## config.mk

```make
export PLATFORM = sky130hd
export DESIGN_NAME = pw_trigger_seq
export DESIGN_NICKNAME = d
export VERILOG_FILES = /design/src/rtl/pw_trigger_seq.sv
export SDC_FILE = /design/constraint.sdc
export NUM_CORES = 1
export LEC_CHECK = 0
export ABC_AREA = 0
export CAP_MARGIN = 10
export CORE_AREA = 2 2 130 132
export DETAILED_ROUTE_END_ITERATION = 16
export DIE_AREA = 0 0 132 134
export DONT_BUFFER_PORTS = 1
export GPL_TIMING_DRIVEN = 0
export PLACE_DENSITY = 0.67
export SLEW_MARGIN = 10
export SYNTH_ARGS = -nofsm -noshare
export SYNTH_HDL_FRONTEND = slang
export SYNTH_SLANG_ARGS = --single-unit
export TNS_END_PERCENT = 20
```

## constraint.sdc

```tcl
create_clock -name fe_clk -period 10.5 [get_ports fe_clk]
set_input_delay 0 -clock fe_clk [delete_from_list [all_inputs] [get_ports fe_clk]]
set_output_delay 0 -clock fe_clk [all_outputs]
set_load 0.01 [all_outputs]
```

## src/rtl/pw_trigger_seq.sv

```systemverilog
// Multi-pulse trigger sequencer: on an accepted match, emits a train of up to
// pNUM_PULSES programmable pulses plus an independent delayed capture strobe.
// Latency: first pulse rises delay[0]+1 edges after the match edge; no backpressure (free-running).
//
// Ports:
//   fe_clk                 - sole clock (front-end clock)
//   reset_i                - asynchronous active-high reset
//   I_arm                  - level; matches accepted only while high, low aborts a running train
//   I_oneshot              - 1 = at most one sequence per arm assertion
//   I_trigger_enable       - 1 = accepted match also starts the pulse train
//   I_match                - single-cycle match pulse from the pattern matcher
//   I_num_pulses           - pulse count (0 -> 1, clamped to pNUM_PULSES)
//   I_delays / I_widths    - packed per-pulse delay / width fields, field k for pulse k
//   I_capture_delay        - match-to-capture-strobe delay
//   O_trigger              - registered trigger output
//   O_capture_enable_pulse - one-cycle capture-start strobe
//   O_busy                 - high while the sequence FSM is not IDLE
//   O_pulse_index          - index of the current or next pulse
//   O_done                 - one-cycle strobe when a full sequence completes

module pw_trigger_seq #(
    parameter int pNUM_PULSES          = 8,
    parameter int pTRIGGER_DELAY_WIDTH = 20,
    parameter int pTRIGGER_WIDTH_WIDTH = 17,
    parameter int pCAPTURE_DELAY_WIDTH = 18,
    localparam int pIDX_WIDTH          = $clog2(pNUM_PULSES)
) (
    input  logic                                            fe_clk,
    input  logic                                            reset_i,
    input  logic                                            I_arm,
    input  logic                                            I_oneshot,
    input  logic                                            I_trigger_enable,
    input  logic                                            I_match,
    input  logic [pIDX_WIDTH:0]                             I_num_pulses,
    input  logic [pNUM_PULSES*pTRIGGER_DELAY_WIDTH-1:0]     I_delays,
    input  logic [pNUM_PULSES*pTRIGGER_WIDTH_WIDTH-1:0]     I_widths,
    input  logic [pCAPTURE_DELAY_WIDTH-1:0]                 I_capture_delay,
    output logic                                            O_trigger,
    output logic                                            O_capture_enable_pulse,
    output logic                                            O_busy,
    output logic [pIDX_WIDTH-1:0]                           O_pulse_index,
    output logic                                            O_done
);

    // One shared down-counter serves both the DELAY and HIGH phases, so it
    // must hold the wider of the two field types.
    localparam int CNT_W = (pTRIGGER_DELAY_WIDTH > pTRIGGER_WIDTH_WIDTH) ?
                           pTRIGGER_DELAY_WIDTH : pTRIGGER_WIDTH_WIDTH;

    localparam logic [pIDX_WIDTH:0]           MAX_N   = (pIDX_WIDTH+1)'(pNUM_PULSES);
    localparam logic [pIDX_WIDTH:0]           ONE_N   = (pIDX_WIDTH+1)'(1);
    localparam logic [pIDX_WIDTH-1:0]         ONE_IDX = pIDX_WIDTH'(1);
    localparam logic [CNT_W-1:0]              ONE_CNT = CNT_W'(1);
    localparam logic [pCAPTURE_DELAY_WIDTH-1:0] ONE_CAP = pCAPTURE_DELAY_WIDTH'(1);

    typedef enum logic [1:0] {
        ST_IDLE  = 2'd0,
        ST_DELAY = 2'd1,
        ST_HIGH  = 2'd2,
        ST_DONE  = 2'd3
    } state_t;

    // ------------------------------------------------------------------
    // Registers
    // ------------------------------------------------------------------
    state_t                          state_q,    state_d;
    logic [CNT_W-1:0]                cnt_q,      cnt_d;
    logic [pIDX_WIDTH-1:0]           idx_q,      idx_d;
    logic                            trig_q,     trig_d;
    logic                            done_q,     done_d;
    logic                            busy_q,     busy_d;
    logic                            used_q,     used_d;
    logic                            cap_act_q,  cap_act_d;
    logic [pCAPTURE_DELAY_WIDTH-1:0] cap_cnt_q,  cap_cnt_d;
    logic                            cap_pls_q,  cap_pls_d;

    // ------------------------------------------------------------------
    // Per-pulse field unpacking
    // ------------------------------------------------------------------
    logic [pTRIGGER_DELAY_WIDTH-1:0] delay_arr [pNUM_PULSES];
    logic [pTRIGGER_WIDTH_WIDTH-1:0] width_arr [pNUM_PULSES];

    for (genvar g = 0; g < pNUM_PULSES; g++) begin : g_fields
        assign delay_arr[g] = I_delays[g*pTRIGGER_DELAY_WIDTH +: pTRIGGER_DELAY_WIDTH];
        assign width_arr[g] = I_widths[g*pTRIGGER_WIDTH_WIDTH +: pTRIGGER_WIDTH_WIDTH];
    end

    // ------------------------------------------------------------------
    // Derived control
    // ------------------------------------------------------------------
    logic [pIDX_WIDTH:0]   n_eff;
    logic [pIDX_WIDTH:0]   n_eff_m1;
    logic [pIDX_WIDTH-1:0] idx_nxt;
    logic                  last_pulse;
    logic [CNT_W-1:0]      width_ld;
    logic [CNT_W-1:0]      gap_ld;
    logic                  accept;
    logic                  start;
    logic                  abort;

    always_comb begin
        if (I_num_pulses == '0) begin
            n_eff = ONE_N;
        end else if (I_num_pulses > MAX_N) begin
            n_eff = MAX_N;
        end else begin
            n_eff = I_num_pulses;
        end
    end

    assign n_eff_m1   = n_eff - ONE_N;
    assign last_pulse = ({1'b0, idx_q} == n_eff_m1);
    assign idx_nxt    = idx_q + ONE_IDX;

    // HIGH loads width-1 (min 1 cycle). The next gap loads delay-1 (min 1
    // cycle) so back-to-back pulses always have a low cycle between them.
    assign width_ld = (width_arr[idx_q] == '0) ? '0 :
                      (CNT_W'(width_arr[idx_q]) - ONE_CNT);
    assign gap_ld   = (delay_arr[idx_nxt] == '0) ? '0 :
                      (CNT_W'(delay_arr[idx_nxt]) - ONE_CNT);

    assign accept = I_match && I_arm && (state_q == ST_IDLE) &&
                    (!I_oneshot || !used_q);
    assign start  = accept && I_trigger_enable;
    assign abort  = !I_arm && ((state_q == ST_DELAY) || (state_q == ST_HIGH));

    // ------------------------------------------------------------------
    // Pulse-train FSM: next state and outputs
    // ------------------------------------------------------------------
    always_comb begin
        state_d = state_q;
        cnt_d   = cnt_q;
        idx_d   = idx_q;
        trig_d  = trig_q;
        done_d  = 1'b0;

        unique case (state_q)
            ST_IDLE: begin
                trig_d = 1'b0;
                idx_d  = '0;
                if (start) begin
                    state_d = ST_DELAY;
                    cnt_d   = CNT_W'(delay_arr[0]);
                end
            end

            ST_DELAY: begin
                if (abort) begin
                    state_d = ST_IDLE;
                    trig_d  = 1'b0;
                    idx_d   = '0;
                    cnt_d   = '0;
                end else if (cnt_q == '0) begin
                    state_d = ST_HIGH;
                    trig_d  = 1'b1;
                    cnt_d   = width_ld;
                end else begin
                    cnt_d = cnt_q - ONE_CNT;
                end
            end

            ST_HIGH: begin
                if (abort) begin
                    state_d = ST_IDLE;
                    trig_d  = 1'b0;
                    idx_d   = '0;
                    cnt_d   = '0;
                end else if (cnt_q == '0) begin
                    trig_d = 1'b0;
                    if (last_pulse) begin
                        state_d = ST_DONE;
                        done_d  = 1'b1;
                    end else begin
                        state_d = ST_DELAY;
                        idx_d   = idx_nxt;
                        cnt_d   = gap_ld;
                    end
                end else begin
                    cnt_d = cnt_q - ONE_CNT;
                end
            end

            ST_DONE: begin
                state_d = ST_IDLE;
                idx_d   = '0;
            end

            default: begin
                state_d = ST_IDLE;
                trig_d  = 1'b0;
                idx_d   = '0;
                cnt_d   = '0;
            end
        endcase
    end

    // Busy tracks the registered state, so it is computed from the next state.
    assign busy_d = (state_d != ST_IDLE);

    // The oneshot flag latches on a started train and releases only on disarm.
    always_comb begin
        used_d = used_q;
        if (!I_arm) begin
            used_d = 1'b0;
        end else if (start) begin
            used_d = 1'b1;
        end
    end

    // ------------------------------------------------------------------
    // Capture-enable counter: independent of the pulse FSM. A new accepted
    // match reloads it, so only the most recent match produces a strobe.
    // ------------------------------------------------------------------
    always_comb begin
        cap_act_d = cap_act_q;
        cap_cnt_d = cap_cnt_q;
        cap_pls_d = 1'b0;

        if (accept) begin
            cap_act_d = 1'b1;
            cap_cnt_d = I_capture_delay;
        end else if (abort) begin
            cap_act_d = 1'b0;
            cap_cnt_d = '0;
        end else if (cap_act_q) begin
            if (cap_cnt_q == '0) begin
                cap_pls_d = 1'b1;
                cap_act_d = 1'b0;
            end else begin
                cap_cnt_d = cap_cnt_q - ONE_CAP;
            end
        end
    end

    // ------------------------------------------------------------------
    // State registers
    // ------------------------------------------------------------------
    always_ff @(posedge fe_clk or posedge reset_i) begin
        if (reset_i) begin
            state_q   <= ST_IDLE;
            cnt_q     <= '0;
            idx_q     <= '0;
            trig_q    <= 1'b0;
            done_q    <= 1'b0;
            busy_q    <= 1'b0;
            used_q    <= 1'b0;
            cap_act_q <= 1'b0;
            cap_cnt_q <= '0;
            cap_pls_q <= 1'b0;
        end else begin
            state_q   <= state_d;
            cnt_q     <= cnt_d;
            idx_q     <= idx_d;
            trig_q    <= trig_d;
            done_q    <= done_d;
            busy_q    <= busy_d;
            used_q    <= used_d;
            cap_act_q <= cap_act_d;
            cap_cnt_q <= cap_cnt_d;
            cap_pls_q <= cap_pls_d;
        end
    end

    assign O_trigger              = trig_q;
    assign O_capture_enable_pulse = cap_pls_q;
    assign O_busy                 = busy_q;
    assign O_pulse_index          = idx_q;
    assign O_done                 = done_q;

endmodule

```

Word-level counts from Yosys, hierarchy flattened --
Index checks and enable logic that the tools add are counted.
Storage, ports and cells: register bits 49, bits of input ports 324
Cells by class: bitwise gates (word level) 2, reductions and logical operators 24, muxes and demuxes 52, add/sub/neg operators 6, magnitude comparators 3, equality and inequality tests 12
Operator list (count):
- 2-to-1 mux 20 bit | 10
- 2-to-1 mux 18 bit | 4
- binary-select mux 20 bit (select 3 bit) | 1
- one-hot mux 20 bit (3 select lines) | 1
- binary-select mux 17 bit (select 3 bit) | 1
- zero test 20 bit | 2
- subtractor 20 x 1 -> 20 bit (second input constant) | 2
- 2-to-1 mux 17 bit | 2
- zero test 18 bit | 1
- 2-to-1 mux 1 bit | 18
- subtractor 17 x 1 -> 18 bit (second input constant) | 1
- subtractor 18 x 1 -> 18 bit (second input constant) | 1
- zero test 17 bit | 1
- 2-to-1 mux 2 bit | 6
- 2-to-1 mux 3 bit | 4
- one-hot mux 3 bit (3 select lines) | 1
- AND reduction 3 bit | 3
- greater-or-equal comparator 4 bit (second input constant) | 2
- 2-to-1 mux 4 bit | 2
- inverter 3 -> 4 bit | 2
- one-hot mux 2 bit (4 select lines) | 1
- != test 3 x 2 -> 1 bit (second input constant) | 2
- != test 3 bit (second input constant) | 2
- nonzero test 3 bit | 2
- other kinds (18) | 27

Depth between registers and ports, before layout --
Gate-level depths: netlist of the first run.
depth in word-level cells 11, gate-level depth with buffers 15, depth with buffers taken out 11

Worst setup path before layout of the first run --
Ideal clock, no wire load.
path type register to register, start point register idx_q[0], in the netlist O_pulse_index[0], end point register cnt_q[2], arrival time 3.483 ns, period minus slack after synthesis 3.614 ns, stages on the path, launching flop included 15, slack 6.886 ns, path buffers 4, library setup time 0.131 ns, path through dfrtp_1 -> ha_1 -> buf_4 -> buf_6 -> buf_2 -> buf_2 -> mux4_2 -> mux2i_1 -> ha_1 -> o21ai_0 -> nor3_4 -> and4_1 -> o31a_4 -> a21oi_1 -> or3_1
Between the ends: longest elaborated chain between the ends 11
Ends and longest elaborated chain:
- start: declaration | RTL line 68 | logic [pIDX_WIDTH-1:0] idx_q, idx_d;
- start signal: assignment | RTL line 253 | idx_q <= idx_d;
- adder 3 x 1 -> 3 bit | RTL line 113 | assign idx_nxt = idx_q + ONE_IDX;
- inverter 3 -> 4 bit (not written as such) | RTL line 119, 120
- binary-select mux 20 bit (select 3 bit) | RTL line 119, 120
- 2-to-1 mux 20 bit (not written as such) (2 in a row) | RTL line 119, 120
- subtractor 20 x 1 -> 20 bit / zero test 20 bit (equally long branches) | RTL line 120, 119
- 2-to-1 mux 20 bit | RTL line 119 | assign gap_ld = (delay_arr[idx_nxt] == '0) ? '0 :
- 2-to-1 mux 20 bit | RTL line 170 | if (last_pulse) begin
- 2-to-1 mux 20 bit | RTL line 168 | end else if (cnt_q == '0) begin
- 2-to-1 mux 20 bit | RTL line 163 | if (abort) begin
- one-hot mux 20 bit (3 select lines) | RTL line 137 | unique case (state_q)
- end signal: assignment | RTL line 252 | cnt_q <= cnt_d;
- end: declaration | RTL line 67 | logic [CNT_W-1:0] cnt_q, cnt_d;
Parallel ways exist; a longest one is shown, timed or not. The select of a mux whose other input is x is not followed. A chain may end at the register's enable or synchronous reset.

Worst setup path after layout of the first run --
start point register idx_q[0], in the netlist O_pulse_index[0], end point register cnt_q[11]
Same word-level chain as after synthesis.

==> results of run 1 <==
-- worst register-to-register path, cell delays in order, from the launching register on --
cell      delay (ps)
dfrtp_1          590
ha_1             390
buf_4            160
buf_6            170
buf_2            270
buf_2            310
mux4_2           350
mux2i_1          300
ha_1             240
o21ai_0          220
nor3_4           380
and4_1           400
nor2_1           130
buf_6            190
a221oi_2         270
a21oi_1          110
-- power breakdown --
part / internal [W] / switching, W
combinational: 0.000266 / 0.000395
sequential: 0.000264 / 0.0000892
clock: 0.0000892 / 0.0000839
-- layer usage --
layer	global-route usage, %	vias to the layer above	wire, µm
met3	8.43	84	2920
met4	10.8	12	1150
met2	51.6	492	13200
met5	0	-	76
li1	-	3085	-
met1	42.0	3468	11600
-- logic make-up (layout without fill, tap and decap cells) --
family,after synthesis,after routing,share of synthesized area [%]
AOI/OAI and AO/OA,198,198,18.3
xor gates and xnor gates,41,41,5.27
adders and majority gates,10,10,1.80
buffers and inverters,61,106,4.94
DFF,49,49,17.6
muxes,135,135,32.4
other,0,8,0
and+or+nand+nor,269,269,19.7
-- final timing paths --
path	start	end	slack [ps]	cells past startpoint
setup / recovery	O_pulse_index[0]	cnt_q[11]	5900	15
hold / removal	I_oneshot	cap_act_q	6	2
setup reg to reg	O_pulse_index[0]	cnt_q[11]	5900	15
hold reg to reg	cap_cnt_q[17]	cap_cnt_q[17]	530	2
max in group asynchronous	reset_i	cnt_q[11]	9780	3
min in group asynchronous	reset_i	cap_cnt_q[4]	170	2
-- through the flow --
step                      total power (W)  hold WS, ps
after floorplan                  0.000821          117
after global placement           0.000973          125
after detailed placement         0.000984        -64.3
after CTS                         0.00117         7.29
after global routing              0.00128         22.1
final                             0.00119         6.26
-- flip-flops by register name (all words and copies together) (netlist names) --
register                cells
cnt_q                      20
cap_cnt_q                  18
O_pulse_index               3
state_q                     2
O_busy                      1
O_capture_enable_pulse      1
O_done                      1
O_trigger                   1
cap_act_q                   1
used_q                      1
-- cells in the final DEF, fill, tap and decap left out, types with 7 or more instances in the layout --
master | netlist | layout
diode_2 | 0 | 8
inv_1 | 12 | 11
nand2_1 | 74 | 74
a21oi_1 | 65 | 65
xor2_1 | 24 | 24
or3_1 | 10 | 10
buf_4 | 8 | 8
mux2i_1 | 62 | 62
buf_6 | 7 | 7
a31oi_1 | 12 | 12
dlygate4sd3_1 | 0 | 36
nand4_1 | 7 | 7
mux4_2 | 63 | 63
xnor2_1 | 16 | 16
nor2_1 | 60 | 60
and2_1 | 8 | 8
and3_1 | 9 | 9
buf_2 | 17 | 17
o21ai_0 | 43 | 43
clkbuf_1 | 14 | 14
dfrtp_1 | 49 | 49
nor4_1 | 13 | 13
ha_1 | 10 | 10
nor2b_1 | 7 | 7
nand3_1 | 21 | 21
nor3_1 | 28 | 28
-- cell type report --
class / instances / area, µm² / share of cell area (%)
inverter: 13 / 48.8 / 0.627
timing repair buffer: 37 / 380 / 4.89
clock buffer: 5 / 125 / 1.61
sequential: 49 / 1230 / 15.8
buffer: 48 / 295 / 3.79
multi-input combinational: 653 / 5390 / 69.3
clock inverter: 3 / 21.3 / 0.273
antenna: 8 / 20.0 / 0.257
tap: 220 / 275 / 3.54
==> impl_metrics.py, run 1 <==
metrics = {
    "cts": {
        "post-cts-setup-buffer-count": 0,
        "cts_inserted_buffers": 5,
        "cts_resized": 0,
        "clkSinkCount": 49,
        "cts_tree": "done",
        "clk_latency_ps": 300,
        "h-tree-depth": 2,
        "hold_buffers": 36,
        "cts_root_buffer": "clkbuf_16",
        "cts.path.max_buffers": 2,
        "clkTransAtPathRegs_ps": 80,
    },
    "critical_path": {
        "crit_required_ps": 10670,
        "cpMaxStageDelayCell": "dfrtp_1",
        "crit_path_cell_trace": "ha_1 > buf_4 > buf_6 > buf_2 > buf_2 > mux4_2 > mux2i_1 > ha_1 > o21ai_0 > nor3_4 > and4_1 > nor2_1 > buf_6 > a221oi_2 > a21oi_1",
        "crit_path_end_kind": "flop",
        "slowest_delay_ps": 590,
        "critical_path_class": "flop to flop",
        "cp.arrival_ps": 4780,
        "cp_max_fo": 10,
        "worst-path-buf-inv": 5,
        "start_kind": "flop",
        "path_delay_family": "buffers and inverters",
    },
    "pwr": {
        "vdd_drop_max_uv": 93.9,
        "leakage_nw": 2.78,
        "p_per_area_nw_per_um2": 152,
    },
    "yosys": {
        "yosysMostFrequentCell": "nand2_1",
        "synth_area_per_cell_um2": 9.12,
        "netlist_area_um2": 6960,
        "synth_cells": 763,
        "ys_seq_elements": 49,
        "synth_edf_count": 0,
        "async_flop_share_pct": 100,
        "synth_top_area_share_pct": 20.4,
        "ys_seq_area_share_pct": 17.6,
        "synth_cell_types": 82,
        "synth_flop_cell": "dfrtp_1",
        "syn_nets": 1097,
        "ys_top_cells_by_count": "nand2_1 (74), a21oi_1 (65), mux4_2 (63)",
        "yosys_warnings": 0,
        "synth_area_leader_cell": "mux4_2",
        "synthTopCellsByArea": "mux4_2 (20%), dfrtp_1 (18%), mux2i_1 (8.9%)",
    },
    "sta": {
        "tns_ps": 0,
        "rsz0062_at_grt": "false",
        "fmax_ghz": 0.217,
        "fin_crit_sh_pct": 43.8,
        "finClkSkew_ps": 8.86,
        "min_period_ps": 4600,
        "worstMarginPinSlew_ps": 891,
        "maxSlewHeadroom_pct": 39.7,
        "setup-violations-final": 0,
        "hold_viol_final": 0,
        "layout_setup_ws_ps": 5900,
        "slew_viol_final": 0,
    },
    "placed_design": {
        "dp_hpwl_um": 23300,
        "post_dp_cell_area_um2": 7260,
        "numPortBuffers": 0,
        "pre_cts_slack_ps": 6030,
        "placed_cells": 984,
        "gp_congestion": 1.11,
    },
    "floorplanning": {
        "initial_core_util_pct": 42.7,
        "fp.dieH_um": 134,
        "io_pins": 331,
        "die_x_um": 132,
        "dieArea_um2": 17700,
        "rows": 47,
        "core_um2": 16300,
    },
    "outcome": {
        "status": "finished, final reports clean",
    },
    "global_routing": {
        "antenna_found_initial": 10,
        "grt_usage_pct": 32.0,
        "grt_pass1_vias": 7038,
        "grt_start_max_net_pins": 32,
        "grt_pass1_wl_um": 43500,
        "grt_overflow": 0,
    },
    "routing": {
        "first_iter_violations": 767,
        "drt_pass1_iterations": 5,
        "wl_per_cell_um": 28.0,
        "drcViolationCount": 0,
        "routed_wl_um": 29000,
        "routed-via-count": 7141,
        "ant_nets": 0,
        "viasPerCell": 6.89,
    },
    "cells_and_area": {
        "layoutNonFillerInstCount": 1036,
        "drive_gt1_share_pct": 16.7,
        "fillCellCount": 1599,
        "fin_area_um2": 7780,
        "fin_util_pct": 47.8,
        "nets": 1141,
        "syn2layout_area_growth_pct": 11.8,
    },
    "flow_run": {
        "drv_cap": 0,
    },
    "min_path": {
        "hp-class": "primary input to flop",
    },
}
Power figures use the tool's default switching activity.
==> inputs of run 2 (changes only) <==
==> constraint.sdc (replaced) <==
create_clock -name fe_clk -period 4.58 [get_ports fe_clk]
set_input_delay 0 -clock fe_clk [delete_from_list [all_inputs] [get_ports fe_clk]]
set_output_delay 0 -clock fe_clk [all_outputs]
set_load 0.01 [all_outputs]
==> run 2 against run 1 <==
  * Design area increased by 0.16%
  * Combinational power increased by 130%
  * Clock power increased by 130%
  * Via count decreased by 0.59%
  * Count of clock-buffer cells in the layout unchanged
  * Critical path depth unchanged
  * Worst setup slack got worse by 5700 ps
  * First-iteration DRC count decreased by 5.2%
  * Register-to-register slack got worse by 5700 ps
  * Sequential cell count unchanged
  * Final cell count about the same
  * Die area unchanged
  * Critical path type unchanged
  * Largest cell class unchanged
==> impl_metrics.py, run 2 (synthesized netlist as in run 1, its figures left out) <==
metrics = {
    "global_routing": {
        "grt_pass1_vias": 7038,
        "grt_start_max_net_pins": 32,
        "grt_pass1_wl_um": 43500,
        "antenna_found_initial": 10,
        "grt_overflow": 0,
        "grt_usage_pct": 32.0,
    },
    "routing": {
        "drt_pass1_iterations": 6,
        "viasPerCell": 6.86,
        "routed_wl_um": 29000,
        "drcViolationCount": 0,
        "first_iter_violations": 727,
        "routed-via-count": 7099,
        "ant_nets": 0,
        "wl_per_cell_um": 28.0,
    },
    "cts": {
        "clk_latency_ps": 300,
        "h-tree-depth": 2,
        "cts_inserted_buffers": 5,
        "cts_root_buffer": "clkbuf_16",
        "clkSinkCount": 49,
        "cts.path.max_buffers": 2,
        "cts_tree": "done",
        "clkTransAtPathRegs_ps": 80,
    },
    "floorplanning": {
        "core_um2": 16300,
        "rows": 47,
        "initial_core_util_pct": 42.7,
        "dieArea_um2": 17700,
        "fp.dieH_um": 134,
        "io_pins": 331,
        "die_x_um": 132,
    },
    "cells_and_area": {
        "syn2layout_area_growth_pct": 12.0,
        "final_common_cell": "nand2_1",
        "largest_register_ffs": 20,
        "layout_common_cells": "nand2_1 (74), a21oi_1 (65), mux4_2 (63), mux2i_1 (62), nor2_1 (60)",
        "drive_gt1_share_pct": 17.2,
        "fin_util_pct": 47.9,
        "top_register": "cnt_q",
        "nets": 1143,
    },
    "placed_design": {
        "dp_hpwl_um": 23300,
        "gp_congestion": 1.11,
        "pre_cts_slack_ps": 113,
        "numPortBuffers": 0,
    },
    "pwr": {
        "p_per_area_nw_per_um2": 350,
        "vdd_drop_max_uv": 215,
        "leakage_nw": 2.78,
    },
    "sta": {
        "slew_viol_final": 0,
        "layout_setup_ws_ps": 230,
        "hold_viol_final": 0,
        "maxSlewHeadroom_pct": 44.7,
        "fin_crit_sh_pct": 95.0,
        "rsz0062_at_grt": "false",
        "setup-violations-final": 0,
        "fmax_ghz": 0.230,
        "worstMarginPinSlew_ps": 818,
        "min_period_ps": 4350,
        "finClkSkew_ps": 6.87,
        "tns_ps": 0,
    },
    "min_path": {
        "hp-class": "primary input to flop",
    },
    "critical_path": {
        "cp_max_fo": 10,
        "crit_path_end_kind": "flop",
        "cp.arrival_ps": 4530,
        "start_kind": "flop",
        "crit_required_ps": 4760,
        "critical_path_class": "flop to flop",
    },
    "outcome": {
        "status": "finished, final reports clean",
    },
    "flow_run": {
        "drv_cap": 0,
    },
}
==> run 2: cell count changes in the layout (fill, tap and decap cells not counted) <==
cell	delta
dfrtp_2	+2
dfrtp_1	-2
buf_4	+2
buf_2	-1
clkbuf_4	+1
diode_2	-3
==> run 2: per-stage QoR <==
step / total power, W / std cells / hold slack [ps] / area [µm²]
finish: 0.00273 / 1035 / 6.94 / 7800
global placement: 0.00223 / 983 / 125 / 7240
floorplan: 0.00188 / 763 / 117 / 6960
CTS: 0.00268 / 1028 / 7.29 / 7760
global route: 0.00293 / 1032 / 22.1 / 7790
detailed placement: 0.00226 / 984 / -64.3 / 7260
==> run 2: final timing paths <==
kind | startpoint | to | slack [ps] | cells past startpoint
setup / recovery | O_pulse_index[0] | cnt_q[11] | 230 | 15
hold / removal | I_oneshot | cap_act_q | 7 | 2
setup reg to reg | O_pulse_index[0] | cnt_q[11] | 230 | 15
hold reg to reg | cap_cnt_q[17] | cap_cnt_q[17] | 530 | 2
max in group asynchronous | reset_i | O_pulse_index[1] | 3860 | 3
min in group asynchronous | reset_i | cap_cnt_q[8] | 170 | 2
==> run 2: critical path: stages, from the launching register on <==
cell and delay, ps:
dfrtp_2 530, ha_1 320, buf_4 160, buf_6 170, buf_2 270, clkbuf_4 280
mux4_2 330, mux2i_1 290, ha_1 240, o21ai_0 220, nor3_4 330, and4_1 380
nor2_1 130, buf_6 190, a221oi_2 260, a21oi_1 110
==> run 2: cell type report <==
cell class                 instances  area [µm²]
fill                            1595        8490
timing repair buffer              39         395
antenna                            5        12.5
clock inverter                     3        21.3
clock buffer                       5         125
inverter                          13        48.8
multi-input combinational        653        5390
tap                              220         275
buffer                            48         298
sequential                        49        1230
==> run 2: where the power goes <==
group          leakage [nW]  switching (W)  internal, W
Clock                0.0702       0.000192     0.000204
Sequential            0.629       0.000205     0.000605
Combinational          2.08       0.000910     0.000609
Total                  2.78        0.00131      0.00142
==> run 2: what timing repair did <==
action                                  in CTS  in global routing
endpoints found under the setup margin       0                 12
hold buffers                                36                  0
buffers inserted                             0                  2
resized for setup                            0                  3
hold endpoints to repair                    60                  0
==> run 2: routing by layer <==
metal / up-vias / global-route usage [%] / routed length (µm)
met2: 480 / 51.6 / 13300
met3: 73 / 8.43 / 2930
met1: 3451 / 42.0 / 11600
met5: - / 0 / 74
met4: 12 / 10.8 / 1100
li1: 3083 / - / -
==> inputs of run 3 (changes only) <==
--- a/config.mk
+++ b/config.mk
@@ -13,6 +13,7 @@
 export DONT_BUFFER_PORTS = 1
 export GPL_TIMING_DRIVEN = 0
 export PLACE_DENSITY = 0.67
+export REMOVE_ABC_BUFFERS = 1
 export SLEW_MARGIN = 10
 export SYNTH_ARGS = -nofsm -noshare
 export SYNTH_HDL_FRONTEND = slang
==> constraint.sdc (replaced) <==
create_clock -name fe_clk -period 4.7 [get_ports fe_clk]
set_input_delay 0 -clock fe_clk [delete_from_list [all_inputs] [get_ports fe_clk]]
set_output_delay 0 -clock fe_clk [all_outputs]
set_load 0.01 [all_outputs]
==> run 3 against run 2 <==
  * Register-to-register slack improved by 30 ps
  * Routed wire length fell by 23%
  * Combinational power fell by 9%
  * Final cell count fell by 4.6%
  * Utilization fell by 0.99 points
  * Critical path type unchanged
  * Via count fell by 9.4%
  * Fmax fell by 2.0%
  * Die area did not move
  * Worst hold slack got worse by 4.8 ps
==> impl_metrics.py, run 3 (synthesized netlist as in run 1, its figures left out) <==
metrics = {
    "critical_path": {
        "cp.arrival_ps": 4640,
        "timing.rr.start": "O_pulse_index[0]",
        "crit_required_ps": 4900,
        "worst-path-buf-inv": 1,
        "slowest_delay_ps": 890,
        "start_kind": "flop",
        "path_delay_family": "simple AND/OR/NAND/NOR gates",
        "crit_path_cell_trace": "buf_12 > ha_4 > xnor2_2 > mux2i_1 > ha_1 > o21ai_0 > nor3_4 > and4_1 > nor2_1 > a221oi_1 > o31ai_1",
        "cp_max_fo": 28,
        "crit_path_end_kind": "flop",
        "critPathCapture": "cnt_q[0]",
        "r2r-end": "cnt_q[0]",
        "cpMaxStageDelayCell": "nor2_1",
        "critical_path_class": "flop to flop",
        "crit_start": "O_pulse_index[0]",
        "reg2regPathDepth": 11,
        "cp.depth": 11,
        "worst-r2r-setup-slack_ps": 260,
    },
    "placed_design": {
        "dp_hpwl_um": 17100,
        "numPortBuffers": 0,
        "pre_cts_slack_ps": -121,
        "post_dp_cell_area_um2": 7100,
        "gp_congestion": 0.914,
    },
    "sta": {
        "finClkSkew_ps": 8.47,
        "min_period_ps": 4440,
        "fin_crit_sh_pct": 94.5,
        "fmax_ghz": 0.225,
        "slew_viol_final": 0,
        "whs_ps": 2.14,
        "rsz0062_at_grt": "false",
        "maxSlewHeadroom_pct": 23.0,
        "layout_setup_ws_ps": 261,
        "hold_viol_final": 0,
        "worstMarginPinSlew_ps": 1150,
        "setup-violations-final": 0,
    },
    "cells_and_area": {
        "top_register": "cnt_q",
        "fillCellCount": 1558,
        "drive_gt1_share_pct": 15.0,
        "fin_area_um2": 7630,
        "layout_common_cells": "nand2_1 (74), a21oi_1 (65), mux4_2 (63), mux2i_1 (62), nor2_1 (58)",
        "final_common_cell": "nand2_1",
        "largest_register_ffs": 20,
        "syn2layout_area_growth_pct": 9.67,
        "nets": 1099,
    },
    "cts": {
        "h-tree-depth": 2,
        "clk_latency_ps": 300,
        "cts_root_buffer": "clkbuf_16",
        "post-cts-setup-buffer-count": 0,
        "cts.path.max_buffers": 2,
        "clkSinkCount": 49,
        "cts_tree": "done",
        "cts_inserted_buffers": 5,
        "clkTransAtPathRegs_ps": 70,
    },
    "pwr": {
        "p_per_area_nw_per_um2": 335,
        "power_w": 0.00255,
        "vdd_drop_max_uv": 226,
        "leakage_nw": 2.63,
    },
    "routing": {
        "routed-via-count": 6431,
        "viasPerCell": 6.52,
        "ant_nets": 0,
        "first_iter_violations": 442,
        "drt_pass1_iterations": 5,
        "routed_wl_um": 22200,
        "drcViolationCount": 0,
        "wl_per_cell_um": 22.5,
    },
    "floorplanning": {
        "core_um2": 16300,
        "die_x_um": 132,
        "initial_core_util_pct": 42.7,
        "rows": 47,
        "fp.dieH_um": 134,
        "io_pins": 331,
        "dieArea_um2": 17700,
    },
    "outcome": {
        "status": "finished, final reports clean",
    },
    "global_routing": {
        "grt_overflow": 0,
        "top_usage_layer": "met2",
        "grt_pass1_wl_um": 33800,
        "use_met3_pct": 3.33,
        "grt_usage_pct": 23.8,
        "grt_start_max_net_pins": 73,
        "use_met1_pct": 30.6,
        "gr-usage-met2_pct": 43.5,
        "grt_pass1_vias": 6446,
        "antenna_found_initial": 0,
    },
    "min_path": {
        "hp-class": "primary input to flop",
    },
    "flow_run": {
        "drv_cap": 0,
    },
}
[run 3: changes by cell type in the layout (fill, tap and decap cells not counted), sizes merged]
| cell | previous run | this run |
|---|---|---|
| buf | 36 | 7 |
| clkbuf | 20 | 6 |
| diode | 5 | 1 |
| clkinvlp | 1 | 0 |
| dlygate4sd3 | 36 | 35 |
| xor2 | 25 | 26 |
[run 3: worst reg2reg max path: cells and delay by family (launching register included)]
kind | cells | cell delay [ps]
and+or+nand+nor | 3 | 1350
adders and majority gates | 2 | 510
DFF | 1 | 650
xor gates and xnor gates | 1 | 610
buffers and inverters | 1 | 270
muxes | 1 | 230
AOI/OAI and AO/OA | 3 | 710
[run 3: cell type report]
cell class / count / area, µm² / area share (%)
antenna: 1 / 2.50 / 0.0328
clock buffer: 6 / 129 / 1.69
clock inverter: 2 / 13.8 / 0.180
inverter: 13 / 48.8 / 0.639
multi-input combinational: 654 / 5450 / 71.4
sequential: 49 / 1230 / 16.1
tap: 220 / 275 / 3.61
timing repair buffer: 42 / 480 / 6.29
[run 3: timing repair]
action | 4_1_cts | 5_1_grt
cloned | 0 | 1
gates resized for setup | 1 | 0
endpoints found under the setup margin | 5 | 3
endpoints found under the hold margin | 57 | 0
hold buffers | 35 | 0
[run 3: per-layer routing]
layer | vias to the layer above | wire [µm] | share of wire [%]
met5 | - | 0 | 0
met4 | 0 | 200 | 0.90
met3 | 15 | 1450 | 6.5
met2 | 280 | 11700 | 53
met1 | 3163 | 8820 | 40
li1 | 2973 | - | -
[run 3: worst min-delay path by stage]
| stage | startpoint | slack [ps] | end | depth (start not counted) |
|---|---|---|---|---|
| 2_1_floorplan | I_capture_delay[0] | 120 | cap_cnt_q[0] | 2 |
| 3_3_place_gp | I_capture_delay[16] | 130 | cap_cnt_q[16] | 2 |
| 3_5_place_dp | reset_i | -30 | O_capture_enable_pulse | 1 |
| 4_1_cts | I_capture_delay[17] | 7 | cap_cnt_q[17] | 3 |
| 5_1_grt | I_capture_delay[17] | 30 | cap_cnt_q[17] | 3 |
| 6_report | I_capture_delay[17] | 2 | cap_cnt_q[17] | 3 |
[run 3: where the power goes]
part	switching [W]	leakage (nW)	internal, W	total [W]
clock network	0.000172	0.0712	0.000199	0.000372
logic	0.000821	1.94	0.000569	0.00139
registers	0.000204	0.627	0.000589	0.000793
total	0.00120	2.63	0.00136	0.00255
[run 3: per-stage QoR]
step	TNS [ps]	utilization, %	std cells
floorplan	-27660	-	715
global placement	-59910	42.6	935
detailed placement	-268	43.6	942
CTS	0	46.7	985
global route	0	46.9	986
finish	0	46.9	987
